--- src/rtl/lcd_pkg.sv ---
// ---------------------------------------------------------------------------
// lcd_pkg -- shared definitions for the character-LCD driver.
//   * HD44780 command bytes used by the init and paint sequences
//   * sequencer and nibble-transmitter state encodings
//   * default timing values (clk cycles at 50 MHz)
//   * transfer request struct and small decode helpers
// ---------------------------------------------------------------------------
package lcd_pkg;

   // HD44780 command bytes
   localparam logic [7:0] FUNC_SET = 8'h28;  // 4-bit bus, 2 lines, 5x8 font
   localparam logic [7:0] ENTRY    = 8'h06;  // increment, no shift
   localparam logic [7:0] DISP_ON  = 8'h0C;  // display on, cursor off
   localparam logic [7:0] CLEAR    = 8'h01;
   localparam logic [7:0] LINE1    = 8'h80;  // DDRAM address 0x00
   localparam logic [7:0] LINE2    = 8'hC0;  // DDRAM address 0x40

   // One paint = line-1 address, 16 chars, line-2 address, 16 chars
   localparam int unsigned PAINT_LEN  = 34;
   localparam logic [5:0]  PAINT_LAST = 6'd33;
   localparam logic [5:0]  LINE2_IDX  = 6'd17;

   // Default timing, clk cycles at 50 MHz
   localparam int unsigned DEF_T_PWRUP = 750000;
   localparam int unsigned DEF_T_INIT1 = 205000;
   localparam int unsigned DEF_T_INIT2 = 5000;
   localparam int unsigned DEF_T_SETUP = 2;
   localparam int unsigned DEF_T_EHIGH = 12;
   localparam int unsigned DEF_T_NIB   = 50;
   localparam int unsigned DEF_T_CMD   = 2000;
   localparam int unsigned DEF_T_CLR   = 82000;

   typedef enum logic [2:0] {
      S_PWR_WAIT,
      S_INIT,
      S_CFG,
      S_IDLE,
      S_PAINT
   } lcd_state_e;

   typedef enum logic [2:0] {
      TX_IDLE,
      TX_SETUP,
      TX_EHI,
      TX_GAP,
      TX_WAIT
   } tx_phase_e;

   // One transfer handed to the nibble transmitter
   typedef struct packed {
      logic [7:0]  data;
      logic        rs;
      logic        nib_only;   // send data[7:4] only
      logic [31:0] wait_cyc;   // idle time after the last E fall
   } lcd_req_t;

   function automatic logic [7:0] cfg_byte(input logic [1:0] i);
      case (i)
         2'd0:    return FUNC_SET;
         2'd1:    return ENTRY;
         2'd2:    return DISP_ON;
         default: return CLEAR;
      endcase
   endfunction

   // Paint step -> buffer position (steps 0 and 17 are address commands)
   function automatic logic [4:0] paint_pos(input logic [5:0] idx);
      return 5'(idx - ((idx <= 6'd16) ? 6'd1 : 6'd2));
   endfunction

endpackage

--- src/rtl/lcd_nibble_tx.sv ---
// ---------------------------------------------------------------------------
// lcd_nibble_tx -- drives the 4-bit HD44780 bus for one transfer at a time
// and owns every timing counter, including the power-up wait after reset.
//   clk, rst          clock, async active-low reset
//   start_i           begin a transfer (accepted when idle or on done_o)
//   byte_i, rs_i      byte and register select to send
//   nibble_only_i     send only byte_i[7:4] (init nibbles)
//   post_wait_i       cycles of idle after the final E fall
//   sf_d_o, lcd_e_o, lcd_rs_o   LCD pins
//   done_o            last cycle of the post wait (also ends the power-up wait)
// Transfer shape: setup, E high, [gap, setup, E high], post wait.
// ---------------------------------------------------------------------------
module lcd_nibble_tx
   import lcd_pkg::*;
#(
   parameter int unsigned T_PWRUP = DEF_T_PWRUP,
   parameter int unsigned T_SETUP = DEF_T_SETUP,
   parameter int unsigned T_EHIGH = DEF_T_EHIGH,
   parameter int unsigned T_NIB   = DEF_T_NIB
) (
   input  logic        clk,
   input  logic        rst,
   input  logic        start_i,
   input  logic [7:0]  byte_i,
   input  logic        rs_i,
   input  logic        nibble_only_i,
   input  logic [31:0] post_wait_i,
   output logic [3:0]  sf_d_o,
   output logic        lcd_e_o,
   output logic        lcd_rs_o,
   output logic        done_o
);

   tx_phase_e   phase_q, phase_d;
   logic [31:0] cnt_q, cnt_d;
   logic [31:0] wait_q, wait_d;
   logic [3:0]  d_q, d_d;
   logic [3:0]  lo_q, lo_d;
   logic        rs_q, rs_d;
   logic        e_q, e_d;
   logic        nib_q, nib_d;
   logic        second_q, second_d;
   logic        cnt_zero;

   assign cnt_zero = (cnt_q == 32'd0);
   assign done_o   = (phase_q == TX_WAIT) && cnt_zero;
   assign sf_d_o   = d_q;
   assign lcd_e_o  = e_q;
   assign lcd_rs_o = rs_q;

   always_comb begin
      phase_d  = phase_q;
      cnt_d    = cnt_q;
      wait_d   = wait_q;
      d_d      = d_q;
      lo_d     = lo_q;
      rs_d     = rs_q;
      e_d      = e_q;
      nib_d    = nib_q;
      second_d = second_q;

      if (phase_q != TX_IDLE && !cnt_zero)
         cnt_d = cnt_q - 32'd1;

      unique case (phase_q)
         TX_SETUP: if (cnt_zero) begin
            phase_d = TX_EHI;
            cnt_d   = T_EHIGH - 1;
            e_d     = 1'b1;
         end
         TX_EHI: if (cnt_zero) begin
            e_d = 1'b0;
            if (nib_q || second_q) begin
               phase_d = TX_WAIT;
               cnt_d   = wait_q - 32'd1;
            end else begin
               // high nibble stays on the bus through the gap
               phase_d = TX_GAP;
               cnt_d   = T_NIB - 1;
            end
         end
         TX_GAP: if (cnt_zero) begin
            phase_d  = TX_SETUP;
            cnt_d    = T_SETUP - 1;
            d_d      = lo_q;
            second_d = 1'b1;
         end
         TX_WAIT: if (cnt_zero) phase_d = TX_IDLE;
         default: ;
      endcase

      // Back-to-back transfers: the next one starts on the cycle after the
      // previous wait expires, so the sequencer never sees a dead cycle.
      if (start_i && (phase_q == TX_IDLE || done_o)) begin
         phase_d  = TX_SETUP;
         cnt_d    = T_SETUP - 1;
         d_d      = byte_i[7:4];
         lo_d     = byte_i[3:0];
         rs_d     = rs_i;
         nib_d    = nibble_only_i;
         second_d = 1'b0;
         wait_d   = post_wait_i;
      end
   end

   // Reset lands in the wait phase so the power-up delay reuses the counter.
   always_ff @(posedge clk or negedge rst) begin
      if (!rst) begin
         phase_q  <= TX_WAIT;
         cnt_q    <= T_PWRUP - 1;
         wait_q   <= 32'd0;
         d_q      <= 4'h0;
         lo_q     <= 4'h0;
         rs_q     <= 1'b0;
         e_q      <= 1'b0;
         nib_q    <= 1'b0;
         second_q <= 1'b0;
      end else begin
         phase_q  <= phase_d;
         cnt_q    <= cnt_d;
         wait_q   <= wait_d;
         d_q      <= d_d;
         lo_q     <= lo_d;
         rs_q     <= rs_d;
         e_q      <= e_d;
         nib_q    <= nib_d;
         second_q <= second_d;
      end
   end

endmodule

--- src/rtl/lcd_char_driver.sv ---
// ---------------------------------------------------------------------------
// lcd_char_driver -- 2x16 character frame buffer plus HD44780 sequencer.
// Runs power-on init after reset, then streams the whole frame on repaint.
//   clk, rst        clock, async active-low reset
//   dat, addr, we   buffer write port (0-15 line 1, 16-31 line 2)
//   repaint         single-cycle paint request; coalesced while busy
//   busy            high during init and paint
//   SF_D, LCD_E, LCD_RS   LCD 4-bit bus (RW tied low externally)
// ---------------------------------------------------------------------------
module lcd_char_driver
   import lcd_pkg::*;
#(
   parameter int unsigned T_PWRUP = DEF_T_PWRUP,
   parameter int unsigned T_INIT1 = DEF_T_INIT1,
   parameter int unsigned T_INIT2 = DEF_T_INIT2,
   parameter int unsigned T_SETUP = DEF_T_SETUP,
   parameter int unsigned T_EHIGH = DEF_T_EHIGH,
   parameter int unsigned T_NIB   = DEF_T_NIB,
   parameter int unsigned T_CMD   = DEF_T_CMD,
   parameter int unsigned T_CLR   = DEF_T_CLR
) (
   input  logic       clk,
   input  logic       rst,
   input  logic [7:0] dat,
   input  logic [4:0] addr,
   input  logic       we,
   input  logic       repaint,
   output logic       busy,
   output logic [3:0] SF_D,
   output logic       LCD_E,
   output logic       LCD_RS
);

   lcd_state_e       state_q, state_d;
   logic [5:0]       idx_q, idx_d;
   logic             pending_q, pending_d;
   logic [31:0][7:0] mem_q;

   logic             tx_start;
   logic             tx_done;
   lcd_req_t         tx_req;
   logic [4:0]       rd_pos;
   logic [7:0]       rd_byte;

   // Frame buffer: writable in every state
   always_ff @(posedge clk or negedge rst) begin
      if (!rst)    mem_q <= {32{8'h20}};
      else if (we) mem_q[addr] <= dat;
   end

   // State register
   always_ff @(posedge clk or negedge rst) begin
      if (!rst) begin
         state_q   <= S_PWR_WAIT;
         idx_q     <= 6'd0;
         pending_q <= 1'b0;
      end else begin
         state_q   <= state_d;
         idx_q     <= idx_d;
         pending_q <= pending_d;
      end
   end

   // Next state. Each step issues its transfer on the cycle the previous
   // one reports done, so the tx request is decoded from state_d/idx_d.
   always_comb begin
      state_d   = state_q;
      idx_d     = idx_q;
      pending_d = pending_q;
      tx_start  = 1'b0;

      if (repaint && state_q != S_IDLE) pending_d = 1'b1;

      unique case (state_q)
         S_PWR_WAIT: if (tx_done) begin
            state_d  = S_INIT;
            idx_d    = 6'd0;
            tx_start = 1'b1;
         end
         S_INIT: if (tx_done) begin
            tx_start = 1'b1;
            if (idx_q == 6'd3) begin
               state_d = S_CFG;
               idx_d   = 6'd0;
            end else begin
               idx_d = idx_q + 6'd1;
            end
         end
         S_CFG, S_PAINT: if (tx_done) begin
            if ((state_q == S_CFG   && idx_q == 6'd3) ||
                (state_q == S_PAINT && idx_q == PAINT_LAST)) begin
               // pending_d already includes a repaint arriving this cycle
               if (pending_d) begin
                  state_d   = S_PAINT;
                  idx_d     = 6'd0;
                  tx_start  = 1'b1;
                  pending_d = 1'b0;
               end else begin
                  state_d = S_IDLE;
               end
            end else begin
               idx_d    = idx_q + 6'd1;
               tx_start = 1'b1;
            end
         end
         S_IDLE: if (repaint) begin
            state_d  = S_PAINT;
            idx_d    = 6'd0;
            tx_start = 1'b1;
         end
         default: state_d = S_PWR_WAIT;
      endcase
   end

   // A write in the same cycle as the read is forwarded so it is never lost.
   assign rd_pos  = paint_pos(idx_d);
   assign rd_byte = (we && addr == rd_pos) ? dat : mem_q[rd_pos];

   // Outputs
   always_comb begin
      busy            = (state_q != S_IDLE);
      tx_req.data     = 8'h00;
      tx_req.rs       = 1'b0;
      tx_req.nib_only = 1'b0;
      tx_req.wait_cyc = T_CMD;
      unique case (state_d)
         S_INIT: begin
            tx_req.nib_only = 1'b1;
            tx_req.data     = (idx_d == 6'd3) ? 8'h20 : 8'h30;
            if (idx_d == 6'd0)      tx_req.wait_cyc = T_INIT1;
            else if (idx_d == 6'd1) tx_req.wait_cyc = T_INIT2;
         end
         S_CFG: begin
            tx_req.data = cfg_byte(idx_d[1:0]);
            if (idx_d == 6'd3) tx_req.wait_cyc = T_CLR;
         end
         S_PAINT: begin
            if (idx_d == 6'd0)           tx_req.data = LINE1;
            else if (idx_d == LINE2_IDX) tx_req.data = LINE2;
            else begin
               tx_req.data = rd_byte;
               tx_req.rs   = 1'b1;
            end
         end
         default: ;
      endcase
   end

   lcd_nibble_tx #(
      .T_PWRUP (T_PWRUP),
      .T_SETUP (T_SETUP),
      .T_EHIGH (T_EHIGH),
      .T_NIB   (T_NIB)
   ) u_tx (
      .clk           (clk),
      .rst           (rst),
      .start_i       (tx_start),
      .byte_i        (tx_req.data),
      .rs_i          (tx_req.rs),
      .nibble_only_i (tx_req.nib_only),
      .post_wait_i   (tx_req.wait_cyc),
      .sf_d_o        (SF_D),
      .lcd_e_o       (LCD_E),
      .lcd_rs_o      (LCD_RS),
      .done_o        (tx_done)
   );

endmodule

--- config.mk ---
export PLATFORM = sky130hd
export DESIGN_NAME = lcd_char_driver
export DESIGN_NICKNAME = d
export VERILOG_FILES = /design/src/rtl/lcd_pkg.sv /design/src/rtl/lcd_nibble_tx.sv /design/src/rtl/lcd_char_driver.sv
export SDC_FILE = /design/constraint.sdc
export NUM_CORES = 1
export LEC_CHECK = 0
export CORE_MARGIN = 2
export CORE_UTILIZATION = 45
export DETAILED_ROUTE_END_ITERATION = 10
export GPL_ROUTABILITY_DRIVEN = 0
export PLACE_DENSITY = 0.62
export SYNTH_ARGS = -nofsm -noshare
export SYNTH_HDL_FRONTEND = slang
export SYNTH_SLANG_ARGS = --single-unit
--- constraint.sdc ---
create_clock -name clk -period 6.6 [get_ports clk]
set_input_delay 1.32 -clock clk [delete_from_list [all_inputs] [get_ports clk]]
set_output_delay 1.32 -clock clk [all_outputs]
set_load 0.005 [all_outputs]
==> metrics, run 1 <==
share of cells above drive strength 1 0.3687; initial antenna violation count 0; Antenna Cells 0; Fillers 3014; CP arrival 6.31 ns; final setup violation count 0; CP endpoint kind register; status finished, final reports clean; vias 10250; RSZ-0062 raised after global routing false; Slew HR 0.1641; sequential standard cell area 8140 um^2; routed wire length 38.05 mm; largest cells by area after synthesis dfrtp_1 43%, mux2_2 18%, mux4_2 9.2%, dfstp_2 7.5%, mux2i_1 2.8%; total track usage 0.2096; largest net degree at the start of global routing 143; TritonCTS buffer count 38; IO Pins 24; Clock transition at path regs 0.06 ns; initial DRC count 590; drt drc 0; fin crit period 5.910 ns; synth cell count leaders 277 x dfrtp_1, 259 x mux2_2, 75 x nand2_1, 75 x nor2_1, 66 x mux4_2; worst vdd ir 228.9 uV; worst min-delay path category register to register; top-area cell type share of the netlist area 0.4286; CP startpoint kind register; CTS sink count 323; cell area after synthesis 16170 um^2; Pwr Density 307.7 nW/um^2; f_max 169.2 MHz; Crit Path Max Fanout 23; total power 5.646 mW; average wire per standard cell 21.62 um; register area share after synthesis 0.5033; MaxCap Viol Count 0; multi-input logic area 7722 um^2; final setup TNS 0 ns; Post-CTS Repair Setup Buffers 0; Main synth FF type dfrtp_1; die area 37480 um^2; Clock Latency Late Sink 0.56 ns; I/O Buffers 23; Synth Instances 1247; Netlist cell types 71; hold_ws 0.4855 ns; Final Max Slew Viols 0; TritonRoute pass-1 iters 5; Static Leak 7.759 nW; Net Count, Synth 1277; share of flip-flops with an asynchronous set or reset 1.000; r2r startpoint u_tx.cnt_q[1]; CP required 7.00 ns; Worst Tran Pin Value 1.250 ns; vias in the first global route 10550; Final Skew 0.01320 ns; Starting Density 0.4558; #FFs+latches synth 323; GRT Residual Overflow 0; post-CTS sizing 0; first-pass GRT wire length 61.80 mm; CTS tree built; Post-DP HPWL 25.20 mm; final cycle utilization of the critical path 0.8955; # nets final 1299; Via density 5.826; root buffer cell clkbuf_16; final hold violation count 0; Hold Path Sink u_tx.lcd_rs_o; die height 193.6 um; cts-stage hold buffer count 0; FF-to-FF path depth 21; R2R Path End u_tx.sf_d_o[3]; mean post-synth cell area 12.97 um^2; CORE AREA 35480 um^2; htree depth 2; row count 69; CTS max path bufs 3; number of flops mapped to enable cells by yosys 0; Routed Antenna Nets 0; synth warn 0; critical path class register to register; Synth area leader dfrtp_1; R2R setup slack 0.69 ns; WHS Path Cells 1; top-count cell post-synth dfrtp_1; Hold Crit Start u_tx.lcd_rs_o; Synth-to-Final Area Change 13.44%; Die Wd 193.6 um
worst max path at each step:
stage / from / to / cells after the start
2_1_floorplan: repaint / u_tx.sf_d_o[1] / 18
3_3_place_gp: repaint / u_tx.sf_d_o[3] / 19
3_5_place_dp: repaint / u_tx.sf_d_o[3] / 19
4_1_cts: u_tx.cnt_q[1] / u_tx.sf_d_o[3] / 21
5_1_grt: u_tx.cnt_q[0] / u_tx.sf_d_o[2] / 22
6_report: u_tx.cnt_q[1] / u_tx.sf_d_o[3] / 21
per-stage QoR:
step,instance area (um^2),worst slack [ns],cells,util
2_1_floorplan,16170,0.7354,1247,-
3_3_place_gp,17030,0.3442,1690,0.4801
3_5_place_dp,17030,0.2751,1690,0.4801
4_1_cts,18350,0.6711,1760,0.5171
5_1_grt,18350,0.3179,1760,0.5171
6_report,18350,0.6900,1760,0.5171
flip-flops by register name, indices dropped and copies added (netlist names):
name and count:
u_tx.wait_q 10, u_tx.second_q 1, pending_q 1, u_tx.phase_q 3, state_q 3, u_tx.sf_d_o 4
u_tx.nib_q 1, u_tx.cnt_q 32, u_tx.lcd_rs_o 1, u_tx.lo_q 4, mem_q 256, idx_q 6
u_tx.lcd_e_o 1
layout by cell type, fill, tap and decap left out, types with 12 or more instances in the layout:
cell / count
a21oi_1: 34
buf_4: 26
clkbuf_16: 39
clkdlybuf4s50_1: 22
dfrtp_1: 277
dfstp_2: 46
inv_1: 17
mux2_2: 259
mux2i_1: 46
mux4_2: 66
nand2_1: 75
nand3_1: 17
nor2_1: 75
nor3_1: 23
nor4_1: 12
o21ai_0: 34
xnor2_1: 21
xor2_1: 15
worst max-delay path, cell delays in order, from the launching register on:
cell      delay [ns]
dfstp_2         0.37
inv_1           0.08
ha_1            0.15
or4b_4          0.50
and4bb_1        0.33
and4_1          0.44
o21ai_2         0.21
nand2_1         0.10
o21ai_0         0.10
inv_1           0.14
ha_1            0.22
nand2_1         0.10
a21oi_1         0.28
ha_4            0.17
inv_1           0.06
fa_4            0.99
buf_12          0.24
mux4_2          0.33
mux4_2          0.46
mux2i_1         0.22
a211o_1         0.16
a31oi_1         0.08
routing by layer:
metal,up-vias,part of all wire,track usage
li1,4641,-,-
met1,5368,0.48,0.3108
met2,194,0.46,0.3230
met3,50,0.039,0.03574
met4,0,0.016,0.04948
met5,-,0,0
kinds of logic (layout without fill, tap and decap cells):
logic type,Yosys count,after routing,synth area share
simple gates,269,269,0.08262
fa+ha+maj,13,13,0.01052
buf+inv,89,141,0.02127
mux,372,372,0.3014
xor+xnor,39,39,0.02329
flops,323,323,0.5033
compound gates,142,142,0.05763
cell type report:
type,instances,share of cell area
inverter,17,0.003478
clock inverter,11,0.009478
clock buffer,59,0.06219
timing repair buffer,54,0.02891
sequential,323,0.4436
multi-input combinational,835,0.4209
tap,461,0.03144
report_power, final:
group / total (mW) / internal, mW / switching, mW
sequential: 2.48 / 2.32 / 0.163
combinational: 0.965 / 0.549 / 0.416
clock: 2.20 / 1.35 / 0.846
total: 5.65 / 4.22 / 1.42
No activity file was read; power rests on OpenSTA's default activity.
==> run 2: changes to the inputs <==
--- a/config.mk
+++ b/config.mk
@@ -6,10 +6,12 @@
 export NUM_CORES = 1
 export LEC_CHECK = 0
 export CORE_MARGIN = 2
-export CORE_UTILIZATION = 45
+export CORE_UTILIZATION = 40
 export DETAILED_ROUTE_END_ITERATION = 10
 export GPL_ROUTABILITY_DRIVEN = 0
-export PLACE_DENSITY = 0.62
+export PLACE_DENSITY = 0.56
+export RECOVER_POWER = 50
+export SLEW_MARGIN = 20
 export SYNTH_ARGS = -nofsm -noshare
 export SYNTH_HDL_FRONTEND = slang
 export SYNTH_SLANG_ARGS = --single-unit
==> metrics, run 2 (synthesis results as in run 1) <==
Final Max Slew Viols 95; I/O Buffers 23; hold_ws 0.4744 ns; Antenna Cells 0; CP arrival 6.31 ns; Post-CTS Repair Setup Buffers 0; MaxCap Viol Count 1; total power 5.558 mW; Critical Path Sink u_tx.sf_d_o[3]; final setup TNS 0 ns; CP required 6.98 ns; root buffer cell clkbuf_16; commonest non-fill, non-tap cell in the layout dfrtp_1; total track usage 0.1959; Via density 5.584; Static Leak 7.696 nW; TritonCTS buffer count 38; failing checks max-capacitance violations, max-slew violations; Pwr Density 303.4 nW/um^2; vias in the first global route 10500; worst vdd ir 146.1 uV; RSZ-0062 raised after global routing false; crit path from repaint; dpl cells 1749; CTS sink count 323; R2R setup slack 0.79 ns; Final Skew 0.01953 ns; Largest regs mem_q (256), u_tx.cnt_q (32), u_tx.wait_q (10); die area 42060 um^2; final hold violation count 0; f_max 168.6 MHz; Slew HR -1.988; Crit path depth 16; CTS tree built; post-CTS sizing 0; TritonRoute pass-1 iters 5; initial antenna violation count 0; Critical path buffers and inverters 4; Clock Latency Late Sink 0.54 ns; register with the most flip-flops mem_q; average wire per standard cell 21.66 um; Routed Antenna Nets 0; max reg flops 256; cts-stage hold buffer count 0; htree depth 2; fin crit period 5.931 ns; first-pass GRT wire length 63.02 mm; initial DRC count 622; final setup violation count 0; vias 10140; largest net degree at the start of global routing 117; post-route cell area 18320 um^2; Worst Tran Pin Value 4.482 ns; critical path class input pin to register; drt drc 0; Starting Density 0.4062; most frequent cells in the layout 277 x dfrtp_1, 259 x mux2_2, 75 x nor2_1, 75 x nand2_1, 66 x mux4_2; CP top delay family compound AO/OA/AOI/OAI gates; Fillers 3620; row count 73; Clock transition at path regs 0.06 ns; die height 205.1 um; GRT Residual Overflow 0; r2r startpoint u_tx.cnt_q[1]; FF-to-FF path depth 19; worst min-delay path category register to register; final cycle utilization of the critical path 0.8987; Crit Path Max Fanout 13; CP Cell Sequence dlygate4sd3_1 > a21o_1 > o221a_2 > o21ai_2 > a2bb2oi_1 > inv_1 > a21oi_1 > ha_4 > inv_1 > fa_4 > buf_4 > mux4_2 > mux4_2 > mux2i_1 > a211o_1 > a31oi_1; Critical-path top delay cell fa_4; Synth-to-Final Area Change 13.26%; Worst path max stage delay 0.82 ns; share of cells above drive strength 1 0.3679; Post-DP HPWL 25.85 mm; final cell count without fillers 1816; Die Wd 205.1 um; CTS max path bufs 3; # nets final 1294; CP startpoint kind input pin; CORE AREA 39820 um^2; CP endpoint kind register; IO Pins 24; status finished, violations left; R2R Path End u_tx.sf_d_o[3]; routed wire length 39.34 mm; Cell Area, Placed 17070 um^2
[run 2: changes by cell type in the layout (fill, tap and decap cells not counted), sizes merged]
cell and change:
clkdlybuf4s50 -4, buf -3, clkinv -1, clkinvlp +3, dlygate4sd3 +1, inv -1
clkdlybuf4s25 +1, clkbuf -3, bufinv -1
[run 2: per-stage QoR]
step / setup slack [ns] / utilization
global placement: 0.3606 / 0.4289
finish: 0.6685 / 0.4600
floorplan: 0.7354 / -
global route: 0.3076 / 0.4600
detailed placement: 0.3652 / 0.4287
CTS: 0.8956 / 0.4604
[run 2: power by group]
group	switching, mW	internal [mW]	leakage (nW)	total (mW)
logic	0.423	0.544	3.11	0.968
clock network	0.825	1.29	0.612	2.12
registers	0.154	2.32	3.98	2.47
[run 2: how the worst min path moves through the flow]
stage,slack (ns),endpoint,startpoint,cells past startpoint
6_report,0.47,u_tx.lcd_rs_o,u_tx.lcd_rs_o,1
5_1_grt,0.51,mem_q[91],mem_q[91],1
4_1_cts,0.48,u_tx.lcd_rs_o,u_tx.lcd_rs_o,1
3_5_place_dp,0.47,u_tx.lcd_rs_o,u_tx.lcd_rs_o,1
3_3_place_gp,0.46,u_tx.lcd_rs_o,u_tx.lcd_rs_o,1
2_1_floorplan,0.47,u_tx.wait_q[10],u_tx.wait_q[10],2
[run 2: final cells by class]
class,instances,area [um^2],share of cell area
sequential,323,8140,0.4444
clock buffer,56,1120,0.06113
clock inverter,11,141.4,0.007718
tap,525,656.9,0.03586
inverter,17,63.81,0.003483
multi-input combinational,835,7711,0.4209
timing repair buffer,49,485.5,0.02650
[run 2: worst register-to-register path, cell delays in order (launching register included)]
cell and delay (ns):
dfstp_2 0.37, inv_1 0.08, ha_1 0.14, or4b_4 0.49, and4bb_1 0.32, and4_1 0.21
buf_4 0.17, o21ai_2 0.13, a2bb2oi_1 0.54, inv_1 0.23, a21oi_1 0.41, ha_4 0.19
inv_1 0.05, fa_4 0.82, buf_4 0.26, mux4_2 0.37, mux4_2 0.49, mux2i_1 0.16
a211o_1 0.14, a31oi_1 0.07
[run 2: routing by layer]
layer | global-route usage | vias to the layer above | part of all wire
met3 | 0.03500 | 57 | 0.036
met5 | 0 | - | 0
li1 | - | 4636 | -
met4 | 0.05190 | 0 | 0.021
met1 | 0.2863 | 5294 | 0.49
met2 | 0.3004 | 153 | 0.45
==> run 3: changes to the inputs <==
==> constraint.sdc (replaced) <==
create_clock -name clk -period 5.6 [get_ports clk]
set_input_delay 1.12 -clock clk [delete_from_list [all_inputs] [get_ports clk]]
set_output_delay 1.12 -clock clk [all_outputs]
set_load 0.005 [all_outputs]
==> metrics, run 3 (synthesis results as in run 1) <==
Hold Path Sink mem_q[81]; htree depth 2; CP startpoint kind register; CP arrival 5.86 ns; worst min-delay path category register to register; commonest non-fill, non-tap cell in the layout dfrtp_1; final setup TNS 0 ns; CTS tree built; r2r startpoint u_tx.cnt_q[1]; Final Max Slew Viols 154; grt met1 use 0.2862; most frequent cells in the layout 277 x dfrtp_1, 259 x mux2_2, 75 x nor2_1, 75 x nand2_1, 66 x mux4_2; Switching Fraction 0.2549; CP endpoint kind register; TritonCTS buffer count 38; CORE AREA 39820 um^2; R2R setup slack 0.21 ns; # nets final 1337; Post-DP HPWL 27.16 mm; CP top delay family simple AND/OR/NAND/NOR gates; initial DRC count 741; Via density 5.567; Pwr Density 352.9 nW/um^2; die area 42060 um^2; Fillers 3623; Worst path max stage delay 0.93 ns; f_max 185.6 MHz; Setup WS pre-CTS -0.03168 ns; register with the most flip-flops mem_q; WHS Path Cells 1; largest net degree at the start of global routing 175; GR peak layer met2; Crit Path Max Fanout 14; cell mode on critical path inv_1; TritonRoute pass-1 iters 5; die height 205.1 um; Die Wd 205.1 um; Critical-path top delay cell fa_4; drt drc 0; Clock transition at path regs 0.06 ns; share of cells above drive strength 1 0.3870; GRT Residual Overflow 0; internal power 4.914 mW; Reg power frac 0.443; Slew HR -0.7706; root buffer cell clkbuf_16; FF-to-FF path depth 22; initial antenna violation count 0; Worst Tran Pin Value 2.656 ns; vias in the first global route 10730; routed wire length 39.94 mm; max reg flops 256; row count 73; post-layout util 0.4694; status finished, violations left; Starting Density 0.4062; clock network power share 0.373; R2R Path End u_tx.sf_d_o[0]; CP Cell Sequence inv_1 > ha_1 > or4b_4 > and4bb_1 > and4_4 > o21ai_2 > nand2_1 > o21ai_1 > inv_1 > ha_1 > nand2_1 > a21oi_2 > ha_4 > inv_1 > fa_4 > buf_4 > xnor2_1 > nand3_1 > or4_1 > buf_4 > a2111o_1 > o21ai_1; CTS sink count 323; P_sw 1.681 mW; failing checks max-capacitance violations, max-slew violations; vias 10360; first-pass GRT wire length 63.69 mm; combinational fraction of design power 0.184; Final Skew 0.01563 ns; I/O Buffers 23; Synth-to-Final Area Change 15.56%; worst vdd ir 167.1 uV; met3 Resource Use GR 0.03468; CTS max path bufs 3; met2 Use GR 0.3091; Clock Latency Late Sink 0.55 ns; critical path class register to register; MaxCap Viol Count 3; final hold violation count 0; Largest regs mem_q (256), u_tx.cnt_q (32), u_tx.wait_q (10); final setup violation count 0; Antenna Cells 0; total track usage 0.1975; final cycle utilization of the critical path 0.9621; IO Pins 24; CP required 6.08 ns; fin crit period 5.388 ns; average wire per standard cell 21.46 um; Routed Antenna Nets 0; Final WS setup 0.2125 ns; Critical path buffers and inverters 5; Hold Crit Start mem_q[81]; Static Leak 7.909 nW
==> run 3: cell types whose count changed in the layout (fill, tap and decap cells not counted), sizes merged <==
cell / previous run / this run
buf: 29 / 69
bufinv: 3 / 2
clkbuf: 56 / 64
clkdlybuf4s25: 1 / 0
clkdlybuf4s50: 18 / 19
clkinv: 4 / 3
clkinvlp: 3 / 2
dlygate4sd3: 1 / 0
inv: 18 / 19
==> run 3: repair_timing <==
| action | in CTS | in global routing |
|---|---|---|
| endpoints found under the setup margin | 0 | 8 |
| hold buffers | 0 | 0 |
| setup buffers | 0 | 13 |
| resized for setup | 0 | 4 |
==> run 3: how the worst max path moves through the flow <==
stage,startpoint,endpoint,cells after the start
3_5_place_dp,repaint,u_tx.sf_d_o[1],24
6_report,u_tx.cnt_q[1],u_tx.sf_d_o[0],22
2_1_floorplan,u_tx.cnt_q[0],u_tx.sf_d_o[1],21
4_1_cts,u_tx.cnt_q[1],u_tx.sf_d_o[1],25
3_3_place_gp,repaint,u_tx.sf_d_o[1],24
5_1_grt,u_tx.cnt_q[1],u_tx.sf_d_o[2],25
==> run 3: area by class of cell <==
cell class	count	area (um^2)	area share
Sequential cell	323	8140	0.4355
Multi-Input combinational cell	835	7735	0.4138
Clock buffer	60	1125	0.06018
Timing Repair Buffer	92	863.3	0.04619
Tap cell	525	656.9	0.03514
Clock inverter	9	107.6	0.005757
Inverter	17	63.81	0.003414
==> run 3: power groups by stage <==
| stage | logic (mW) | registers, mW | clock network (mW) |
|---|---|---|---|
| final | 1.21 | 2.92 | 2.46 |
| after global placement | 1.17 | 2.96 | 0 |
| after floorplan | 0.843 | 2.88 | 0 |
| after CTS | 1.20 | 2.92 | 2.53 |
| after global routing | 1.31 | 2.97 | 2.64 |
| after detailed placement | 1.20 | 2.96 | 0 |
==> run 3: through the flow <==
step / hold slack, ns / instance area [um^2] / power (mW) / instances
3_5_place_dp: 0.4886 / 17330 / 4.158 / 1778
6_report: 0.4994 / 18690 / 6.596 / 1861
5_1_grt: 0.5119 / 18690 / 6.919 / 1861
4_1_cts: 0.4670 / 18560 / 6.656 / 1847
2_1_floorplan: 0.4728 / 16180 / 3.724 / 1247
3_3_place_gp: 0.4828 / 17330 / 4.131 / 1778
==> run 3: per-layer routing <==
metal	vias to the layer above	share of wire
met5	-	0
met4	0	0.016
met3	44	0.042
met2	186	0.46
met1	5397	0.48
li1	4734	-
==> run 3: worst reg2reg max path: stages, from the launching register on <==
cell and delay (ns):
dfstp_2 0.37, inv_1 0.09, ha_1 0.16, or4b_4 0.50, and4bb_1 0.36, and4_4 0.29, o21ai_2 0.12, nand2_1 0.08
o21ai_1 0.09, inv_1 0.10, ha_1 0.17, nand2_1 0.09, a21oi_2 0.20, ha_4 0.14, inv_1 0.06, fa_4 0.93
buf_4 0.15, xnor2_1 0.11, nand3_1 0.08, or4_1 0.56, buf_4 0.22, a2111o_1 0.38, o21ai_1 0.07
